<file path="config.mk">
export PLATFORM = sky130hd
export DESIGN_NAME = muc_arbiter
export DESIGN_NICKNAME = d
export VERILOG_FILES = /design/src/rtl/muc_arbiter.sv
export SDC_FILE = /design/constraint.sdc
export NUM_CORES = 1
export LEC_CHECK = 0
export BUFFER_PORTS_ARGS = -buffer_cell sky130_fd_sc_hd__buf_2
export CAP_MARGIN = 20
export CELL_PAD_IN_SITES_DETAIL_PLACEMENT = 0
export CELL_PAD_IN_SITES_GLOBAL_PLACEMENT = 1
export CORE_MARGIN = 2
export CORE_UTILIZATION = 32
export DETAILED_ROUTE_END_ITERATION = 7
export GPL_TIMING_DRIVEN = 0
export PLACE_DENSITY = 0.81
export SYNTH_ARGS = -nofsm -noshare
export SYNTH_HDL_FRONTEND = slang
export SYNTH_SLANG_ARGS = --single-unit
</file>
<file path="constraint.sdc">
create_clock -name clk -period 2.1 [get_ports clk]
set_clock_uncertainty 0.2 [all_clocks]
set_input_delay 0.105 -clock clk [delete_from_list [all_inputs] [get_ports clk]]
set_output_delay 0.105 -clock clk [all_outputs]
set_load 0.03 [all_outputs]
</file>
<file path="src/rtl/muc_arbiter.sv">
// muc_arbiter: round-robin front end that shares one registered sign-magnitude
// multiplier among NREQ requesters and returns requester-tagged products in
// grant order, one per cycle, with a fixed latency of MUL_LAT+2 edges.
// Optional feature: define MUC_ARB_CNT_EN to add per-requester saturating
// 8-bit grant counters on the grant_cnt port.
module muc_arbiter #(
    parameter int unsigned NREQ    = 4,
    parameter int unsigned W       = 2,
    parameter int unsigned MUL_LAT = 1,
    parameter int unsigned TAGW    = $clog2(NREQ)
) (
    input  logic              clk,
    input  logic              rst_n,
    input  logic [NREQ-1:0]   req_valid,
    output logic [NREQ-1:0]   req_ready,
    input  logic [NREQ*W-1:0] req_a,
    input  logic [NREQ*W-1:0] req_b,
    input  logic [NREQ-1:0]   req_asign,
    input  logic [NREQ-1:0]   req_bsign,
    output logic [W-1:0]      mul_a,
    output logic [W-1:0]      mul_b,
    output logic              mul_asign,
    output logic              mul_bsign,
    input  logic [2*W-1:0]    mul_p,
    input  logic              mul_sign,
    output logic              rsp_valid,
    output logic [TAGW-1:0]   rsp_id,
    output logic [2*W-1:0]    rsp_p,
    output logic              rsp_sign
`ifdef MUC_ARB_CNT_EN
    ,
    output logic [NREQ*8-1:0] grant_cnt
`endif
);

    localparam int unsigned PW   = 2 * W;
    localparam int unsigned TW1  = TAGW + 1;
    localparam int unsigned CNTW = 8;

    // Round-robin pointer: the first index searched on the next cycle.
    logic [TAGW-1:0] rr_ptr;
    logic [TAGW-1:0] rr_ptr_nxt;

    // Arbitration results.
    logic            found;
    logic            hs;
    logic [TAGW-1:0] gnt_idx;
    logic [TW1-1:0]  scan_sum;
    logic [TAGW-1:0] scan_idx;

    // Operands of the granted lane.
    logic [W-1:0]    sel_a;
    logic [W-1:0]    sel_b;
    logic            sel_asign;
    logic            sel_bsign;

    // Issue stage: valid/tag that travel alongside the multiplier inputs.
    logic            issue_v;
    logic [TAGW-1:0] issue_tag;

    // Tag/valid delay line matching the multiplier latency.
    logic            pipe_v   [MUL_LAT];
    logic [TAGW-1:0] pipe_tag [MUL_LAT];

    // Product is zero: suppresses a negative sign on zero results.
    logic            prod_zero;

    // Scan rr_ptr, rr_ptr+1, ... (mod NREQ) and pick the first valid requester.
    always_comb begin
        found    = 1'b0;
        gnt_idx  = '0;
        scan_sum = '0;
        scan_idx = '0;
        for (int unsigned k = 0; k < NREQ; k++) begin
            scan_sum = {1'b0, rr_ptr} + TW1'(k);
            if (scan_sum >= TW1'(NREQ)) begin
                scan_sum = scan_sum - TW1'(NREQ);
            end
            scan_idx = TAGW'(scan_sum);
            if (!found && req_valid[scan_idx]) begin
                found   = 1'b1;
                gnt_idx = scan_idx;
            end
        end
    end

    // A handshake happens whenever something is granted; nothing is granted in reset.
    assign hs = found & rst_n;

    // One-hot ready toward the granted requester.
    always_comb begin
        req_ready = '0;
        if (hs) begin
            req_ready[gnt_idx] = 1'b1;
        end
    end

    // Next pointer: one past the granted index, wrapping at NREQ.
    always_comb begin
        rr_ptr_nxt = rr_ptr;
        if (hs) begin
            if (gnt_idx == TAGW'(NREQ - 1)) begin
                rr_ptr_nxt = '0;
            end else begin
                rr_ptr_nxt = gnt_idx + TAGW'(1);
            end
        end
    end

    // Operand mux for the granted lane.
    always_comb begin
        sel_a     = '0;
        sel_b     = '0;
        sel_asign = 1'b0;
        sel_bsign = 1'b0;
        for (int unsigned i = 0; i < NREQ; i++) begin
            if (gnt_idx == TAGW'(i)) begin
                sel_a     = req_a[i*W +: W];
                sel_b     = req_b[i*W +: W];
                sel_asign = req_asign[i];
                sel_bsign = req_bsign[i];
            end
        end
    end

    // Round-robin pointer register.
    always_ff @(posedge clk or negedge rst_n) begin
        if (!rst_n) begin
            rr_ptr <= '0;
        end else begin
            rr_ptr <= rr_ptr_nxt;
        end
    end

    // Issue registers; multiplier inputs only move on a handshake.
    always_ff @(posedge clk or negedge rst_n) begin
        if (!rst_n) begin
            mul_a     <= '0;
            mul_b     <= '0;
            mul_asign <= 1'b0;
            mul_bsign <= 1'b0;
            issue_v   <= 1'b0;
            issue_tag <= '0;
        end else begin
            issue_v <= hs;
            if (hs) begin
                mul_a     <= sel_a;
                mul_b     <= sel_b;
                mul_asign <= sel_asign;
                mul_bsign <= sel_bsign;
                issue_tag <= gnt_idx;
            end
        end
    end

    // Tag/valid shift register running in step with the multiplier pipeline.
    always_ff @(posedge clk or negedge rst_n) begin
        if (!rst_n) begin
            for (int unsigned i = 0; i < MUL_LAT; i++) begin
                pipe_v[i]   <= 1'b0;
                pipe_tag[i] <= '0;
            end
        end else begin
            pipe_v[0]   <= issue_v;
            pipe_tag[0] <= issue_tag;
            for (int unsigned i = 1; i < MUL_LAT; i++) begin
                pipe_v[i]   <= pipe_v[i-1];
                pipe_tag[i] <= pipe_tag[i-1];
            end
        end
    end

    assign prod_zero = (mul_p == PW'(0));

    // Response capture at the tail of the delay line.
    always_ff @(posedge clk or negedge rst_n) begin
        if (!rst_n) begin
            rsp_valid <= 1'b0;
            rsp_id    <= '0;
            rsp_p     <= '0;
            rsp_sign  <= 1'b0;
        end else begin
            rsp_valid <= pipe_v[MUL_LAT-1];
            if (pipe_v[MUL_LAT-1]) begin
                rsp_id   <= pipe_tag[MUL_LAT-1];
                rsp_p    <= mul_p;
                rsp_sign <= mul_sign & ~prod_zero;
            end
        end
    end

`ifdef MUC_ARB_CNT_EN
    logic [CNTW-1:0] cnt_q [NREQ];

    for (genvar g = 0; g < NREQ; g++) begin : g_cnt
        // Saturating count of handshakes granted to requester g.
        always_ff @(posedge clk or negedge rst_n) begin
            if (!rst_n) begin
                cnt_q[g] <= '0;
            end else if (hs && (gnt_idx == TAGW'(g)) && (cnt_q[g] != {CNTW{1'b1}})) begin
                cnt_q[g] <= cnt_q[g] + CNTW'(1);
            end
        end

        assign grant_cnt[g*CNTW +: CNTW] = cnt_q[g];
    end
`endif

endmodule
</file>
---- Yosys cells after proc, flatten, opt, wreduce, memory -nomap -nowiden ----
Cells that the tools add are included.
cells by class
  $add $sub $neg .......................... 8
  reduce and logical (&&, ||, !) cells .... 9
  divide/modulo/power cells ............... 0
  order comparisons ....................... 10
  bitwise operators ....................... 3
  eq/ne operators ......................... 3
  shift-type cells ........................ 0
  muxes and demuxes ....................... 40
  $mul .................................... 0
operators by type and width
  cell                 count
  $mux 2               17
  $mux 1               17
  $lt 2x3->1 const B   5
  $ge 3x3->1 const B   3
  $bmux 1 s2           4
  $sub 2x1->2 const B  4
  $add 2x2->3 const B  2
  $eq 2x2->1 const B   2
  $logic_and 1x1->1    4
  $logic_not 4->1      1
  $mux 4               1
  $add 2x1->3 const B  1
  $ge 2x3->1 const B   1
  $logic_not 1->1      3
  $add 2x1->2 const B  1
  $and 1x1->1          2
  $demux 1 s2          1
  $eq 2x1->1 const B   1
  $ge 2x1->1 const B   1
  $logic_not 2->1      1
  $not 1->1            1
storage, ports and cells
  bits in read-only memories .............. 0
  register bits after elaboration ......... 22
  latch bits .............................. 0
  bits of input ports ..................... 35
  bits in writable memories ............... 0
  memories ................................ 0

---- Logic depth before layout (Yosys ltp) ----
  depth in word-level cells ............... 19
  mapped depth ............................ 8

---- Worst setup path after synthesis ----
No wires, ideal clock.
  path type ............................... register to register
  start ................................... reg rr_ptr[1]
  end ..................................... reg mul_a[0]
  stages on the path, launching flop included .. 9
  arrival time ............................ 2.049 ns
  required time ........................... 1.827 ns
  period minus slack after synthesis ...... 2.322 ns
  path slack .............................. -0.222 ns
  path through ............................ dfrtp_1 and3b_1 o21a_1 or3_1 ha_1 buf_2 nand3b_1 a221o_1 a21oi_2
on the way
  word-level cells in the longest chain between the ends .. 19
  elaborated cells between the ends (all ways) .. 46
  those cells by class .................... 7 x add/sub; 4 x order compare; 3 x eq/ne; 24 x mux; 1 x bitwise; 7 x reduce/logical
ends and longest elaborated chain
  what                                                                  RTL line  RTL
  start: declaration                                                    41        logic [TAGW-1:0] rr_ptr;
  start signal: assignment                                              131       rr_ptr <= rr_ptr_nxt;
  parallel branches: the longest is 19 deep, another holds $add 2x1->3  --
  end signal: assignment                                                147       mul_a <= sel_a;
  end: declaration                                                      20        output logic [W-1:0] mul_a,
Several ways; the timed one is not identified. The select of a mux whose other input is x is not followed.
A chain may end at the register's enable or synchronous reset.

---- Worst setup path after layout ----
  start ................................... reg rr_ptr[1]
  end ..................................... reg mul_bsign
on the way
  word-level cells in the longest chain between the ends .. 19
  elaborated cells between the ends (all ways) .. 46
  those cells by class .................... 7 x add/sub; 4 x order compare; 3 x eq/ne; 24 x mux; 1 x bitwise; 7 x reduce/logical
ends and longest elaborated chain
  what                                                                  RTL line  RTL
  parallel branches: the longest is 19 deep, another holds $add 2x1->3  --
  end signal: assignment                                                150       mul_bsign <= sel_bsign;
  end: declaration                                                      23        output logic mul_bsign,
Several ways; the timed one is not identified. The select of a mux whose other input is x is not followed.

==> flow_summary.rst <==
.. list-table::
   :header-rows: 1

   * - Metric
     - Value
   * - Num rows
     - 22
   * - TritonCTS clock tree
     - built
   * - Initial standard-cell utilization of the core
     - 0.3364
   * - GRT Util Overall
     - 0.1512
   * - Launch point of the worst path
     - rr_ptr[1]$_DFFE_PN0N_
   * - Final weighted congestion in routability-driven placement
     - slightly above 0.8
   * - Latest clock arrival within the worst-skew pair
     - approximately 260 ps
   * - Number of storage elements in the synthesis netlist
     - 22
   * - Sum of routed wire length over all layers
     - between 3000 and 4000 µm
   * - Top Ports
     - 53
   * - Beginning of the worst register-to-register path
     - rr_ptr[1]$_DFFE_PN0N_
   * - Ys Warns
     - 0
   * - Gr ovfl total
     - 0
   * - Endpoint arrival time on the critical path
     - 2380 ps
   * - Synth top area cells
     - sky130_fd_sc_hd__dfrtp_1, sky130_fd_sc_hd__a21oi_2, sky130_fd_sc_hd__mux2_2
   * - Worst reg2reg endpoint
     - mul_bsign$_DFFE_PN0N_
   * - Max rail drop VDD
     - 414.5 µV
   * - Highest routed metal layer
     - met4
   * - Worst setup path end
     - mul_bsign$_DFFE_PN0N_
   * - Share of power burned in the clock network
     - 0.174
   * - Signed area change from the synthesized netlist to the final layout
     - 61.06%
   * - Global-route wire length before repair
     - 5057 µm
   * - Sequential cell area in the final layout
     - ~550 µm²
   * - IO buf count
     - 52
   * - Setup WS post-layout
     - -288.8 ps
   * - Switching component of the power
     - 0.8192 mW
   * - Violations in the final reports
     - setup timing
   * - DRT Pass-1 Iters
     - 6
   * - Combinational cell fraction of total power
     - 0.548
   * - Post-Synthesis Cells
     - 115
   * - Die extent in x
     - 66.50 µm
   * - Cell area after synthesis
     - 0.001250 mm²
   * - Kind of critical path
     - register to register
   * - Average detailed-routed wire length per instance
     - 13.51 µm
   * - ANT cells
     - 0
   * - CTS sink count
     - 22
   * - RSZ-0062 raised after global routing
     - yes
   * - Reg clk slew, reported paths
     - 80 ps
   * - HPWL after DPL
     - 2280 µm
   * - Clock root buffer
     - sky130_fd_sc_hd__clkbuf_8
   * - Maximum number of pins on one net before global-route repair
     - 23
   * - Drt first-iter violations
     - 46
   * - Highest-count cells in the layout ignoring fill and taps
     - sky130_fd_sc_hd__buf_2, sky130_fd_sc_hd__dfrtp_1, sky130_fd_sc_hd__buf_4, sky130_fd_sc_hd__a21oi_2, sky130_fd_sc_hd__dlygate4sd3_1
   * - Post-synthesis net count
     - 154
   * - Number of vias per cell
     - between 4 and 5
   * - Placed Instances
     - 215
   * - Final net count
     - 240
   * - Worst reg2reg path depth
     - 8
   * - Final Hold Vio Count
     - 0
   * - Die Y-Extent
     - 66.50 µm
   * - Via count of the first global-routing pass
     - 1125
   * - Element type at the critical path end
     - register
   * - Post-Synthesis Mean Instance Area
     - ~11 µm²
   * - Number of standard cells in the layout, taps in and fillers out
     - 248
   * - CP Launch Type
     - register
   * - Max Fclk
     - 0.4186 GHz
   * - Pwr/cell area
     - 1094 mW/mm²
   * - Metal2 WL
     - 1703 µm
   * - Fraction of power spent switching nets
     - 0.3718
   * - Core region area
     - 0.003716 mm²
   * - Cell variety after synth
     - 34
   * - Class of the tightest hold or removal check
     - primary input to register
   * - Reported leakage power
     - 0.9462 nW
   * - Footprint of the multi-input gates
     - 689.4 µm²
   * - Slack of the worst reg-to-reg path
     - -290 ps
   * - Dominant cell type by area after synthesis
     - sky130_fd_sc_hd__dfrtp_1
   * - Share of cells above drive strength 1
     - 0.5900
   * - M1 WL
     - 1479 µm
   * - TritonCTS buffer count
     - 3
   * - Total setup violations reported at the end of the flow
     - 10
   * - Most common cell after layout, fill and taps aside
     - sky130_fd_sc_hd__buf_2
   * - Critical path data required time
     - 2090 ps
   * - Number of max-capacitance violations reported
     - 0
   * - Initial antenna violation count
     - 0
   * - Detail Route Antenna Nets
     - 0
   * - Maximum buffer depth of the clock tree
     - 2
   * - Drc violations
     - 0
   * - Filler cell count in the final layout
     - 341
   * - Remaining max-slew budget at the tightest pin
     - 0.7464
   * - Utilization after layout
     - 0.5418
   * - Area fraction of the dominant cell type after synthesis
     - 0.4404
   * - Slew at the pin closest to its max-slew limit
     - between 300 and 400 ps
   * - Result of the run
     - finished, violations left
   * - Sequential cell fraction of total power
     - 0.278
   * - Internal Pwr Total
     - about 1.4 mW
   * - Crit path max fanout
     - 4
   * - Time the worst path needs with I/O delays and setup
     - 2389 ps
   * - Die Area
     - 0.004422 mm²
   * - Final worst-path cycle share
     - 1.138
   * - H-tree Lvls
     - 1
   * - Sequential fraction of the synthesis area
     - 0.4404
   * - Max-slew violation count
     - 0
   * - Number of vias after detailed routing
     - 1202
   * - Total met3 wirelength after detailed routing
     - about 150 µm
==> metal layers <==
layer  global-route usage  vias to the layer above
met5                    0                        -
met4              0.03827                        0
met3              0.02365                        4
met2               0.2775                       35
met1               0.1825                      579
li1                     -                      584
==> through the flow <==
stage / hold slack (ps) / setup TNS, ps / setup slack, ps / cell area, µm² / power, mW
after floorplan: -390.6 / -722.6 / -196.7 / 1256 / 1.257
after global placement: -92.52 / -2566 / -417.8 / 1577 / 1.481
after detailed placement: -86.97 / -2924 / -457.7 / 1577 / 1.508
after CTS: 8.030 / -2706 / -326.7 / 1906 / 2.082
after global routing: 28.23 / -3257 / -366.2 / 2013 / 2.338
final: 14.08 / -2441 / -288.8 / 2013 / 2.203
==> power by group through the flow <==
stage	Combinational [mW]	Sequential [mW]	Clock (mW)
after detailed placement	0.880	0.628	0
after floorplan	0.489	0.768	0
after global placement	0.859	0.622	0
after CTS	1.08	0.613	0.393
after global routing	1.29	0.628	0.416
final	1.21	0.613	0.383
==> registers in the layout (all words and copies together), names as in the netlist, 2 cells and up <==
name       count
issue_tag      2
mul_a          2
mul_b          2
pipe_tag       2
rr_ptr         2
rsp_id         2
rsp_p          4
==> worst max-delay path: stages (launching register included) <==
cell                       delay, ps
sky130_fd_sc_hd__dfrtp_2         440
sky130_fd_sc_hd__and3b_1         190
sky130_fd_sc_hd__o21a_1          190
sky130_fd_sc_hd__or3_4           390
sky130_fd_sc_hd__ha_4            180
sky130_fd_sc_hd__buf_6           110
sky130_fd_sc_hd__nand3b_1        140
sky130_fd_sc_hd__a221o_1         360
sky130_fd_sc_hd__a21oi_2         130
==> logic make-up (layout without fill, tap and decap cells) <==
kind of cell	Yosys count	in the layout	synth area share
multiplexers	7	7	0.06206
AO/OA/AOI/OAI	34	34	0.2342
buffers and inverters	14	99	0.05606
AND/OR/NAND/NOR	34	34	0.1672
flip-flops	22	22	0.4404
adder cells (fa/ha/maj)	4	4	0.04004
==> worst min-delay path by stage <==
stage	startpoint	to	slack, ps	depth (start not counted)
global route	req_b[5]	mul_b[1]$_DFFE_PN0N_	30	4
CTS	req_b[5]	mul_b[1]$_DFFE_PN0N_	8	4
floorplan	rst_n	issue_tag[0]$_DFFE_PN0N_	-390	0
detailed placement	rst_n	rsp_sign$_DFFE_PN0P_	-90	1
finish	req_b[5]	mul_b[1]$_DFFE_PN0N_	10	4
global placement	rst_n	rsp_id[0]$_DFFE_PN0P_	-90	1
==> cell usage after synthesis <==
master	count
sky130_fd_sc_hd__a21boi_1	1
sky130_fd_sc_hd__a21o_1	1
sky130_fd_sc_hd__a21oi_1	8
sky130_fd_sc_hd__a21oi_2	12
sky130_fd_sc_hd__a221o_1	6
sky130_fd_sc_hd__a31oi_1	1
sky130_fd_sc_hd__a32o_1	1
sky130_fd_sc_hd__and2_1	2
sky130_fd_sc_hd__and2_4	2
sky130_fd_sc_hd__and3_1	1
sky130_fd_sc_hd__and3b_1	1
sky130_fd_sc_hd__buf_2	2
sky130_fd_sc_hd__buf_6	2
sky130_fd_sc_hd__clkbuf_1	2
sky130_fd_sc_hd__dfrtp_1	22
sky130_fd_sc_hd__ha_1	4
sky130_fd_sc_hd__inv_1	7
sky130_fd_sc_hd__inv_2	1
sky130_fd_sc_hd__mux2_2	6
sky130_fd_sc_hd__mux2i_1	1
sky130_fd_sc_hd__nand2_1	4
sky130_fd_sc_hd__nand2b_1	2
sky130_fd_sc_hd__nand3_1	2
sky130_fd_sc_hd__nand3b_1	7
sky130_fd_sc_hd__nor2_1	3
sky130_fd_sc_hd__nor2_2	6
sky130_fd_sc_hd__nor3_1	1
sky130_fd_sc_hd__nor4_1	1
sky130_fd_sc_hd__o21a_1	1
sky130_fd_sc_hd__o21ai_1	1
sky130_fd_sc_hd__o41ai_2	1
sky130_fd_sc_hd__o41ai_4	1
sky130_fd_sc_hd__or3_1	1
sky130_fd_sc_hd__or4_1	1
==> what timing repair did <==
item / in CTS / in global routing
pin swaps: 8 / 8
hold buffers: 12 / 0
resized for setup: 20 / 10
endpoints found under the hold margin: 33 / 0
setup buffers: 9 / 7
setup endpoints to repair: 10 / 10
==> cell type report <==
type | count | share of cell area
Clock inverter | 1 | 0.01492
Buffer | 6 | 0.03294
Timing Repair Buffer | 81 | 0.2704
Tap cell | 48 | 0.02983
Multi-Input combinational cell | 79 | 0.3424
Inverter | 8 | 0.01492
Clock buffer | 3 | 0.02051
Sequential cell | 22 | 0.2741
Note: power is estimated with default switching activity, not from simulation.
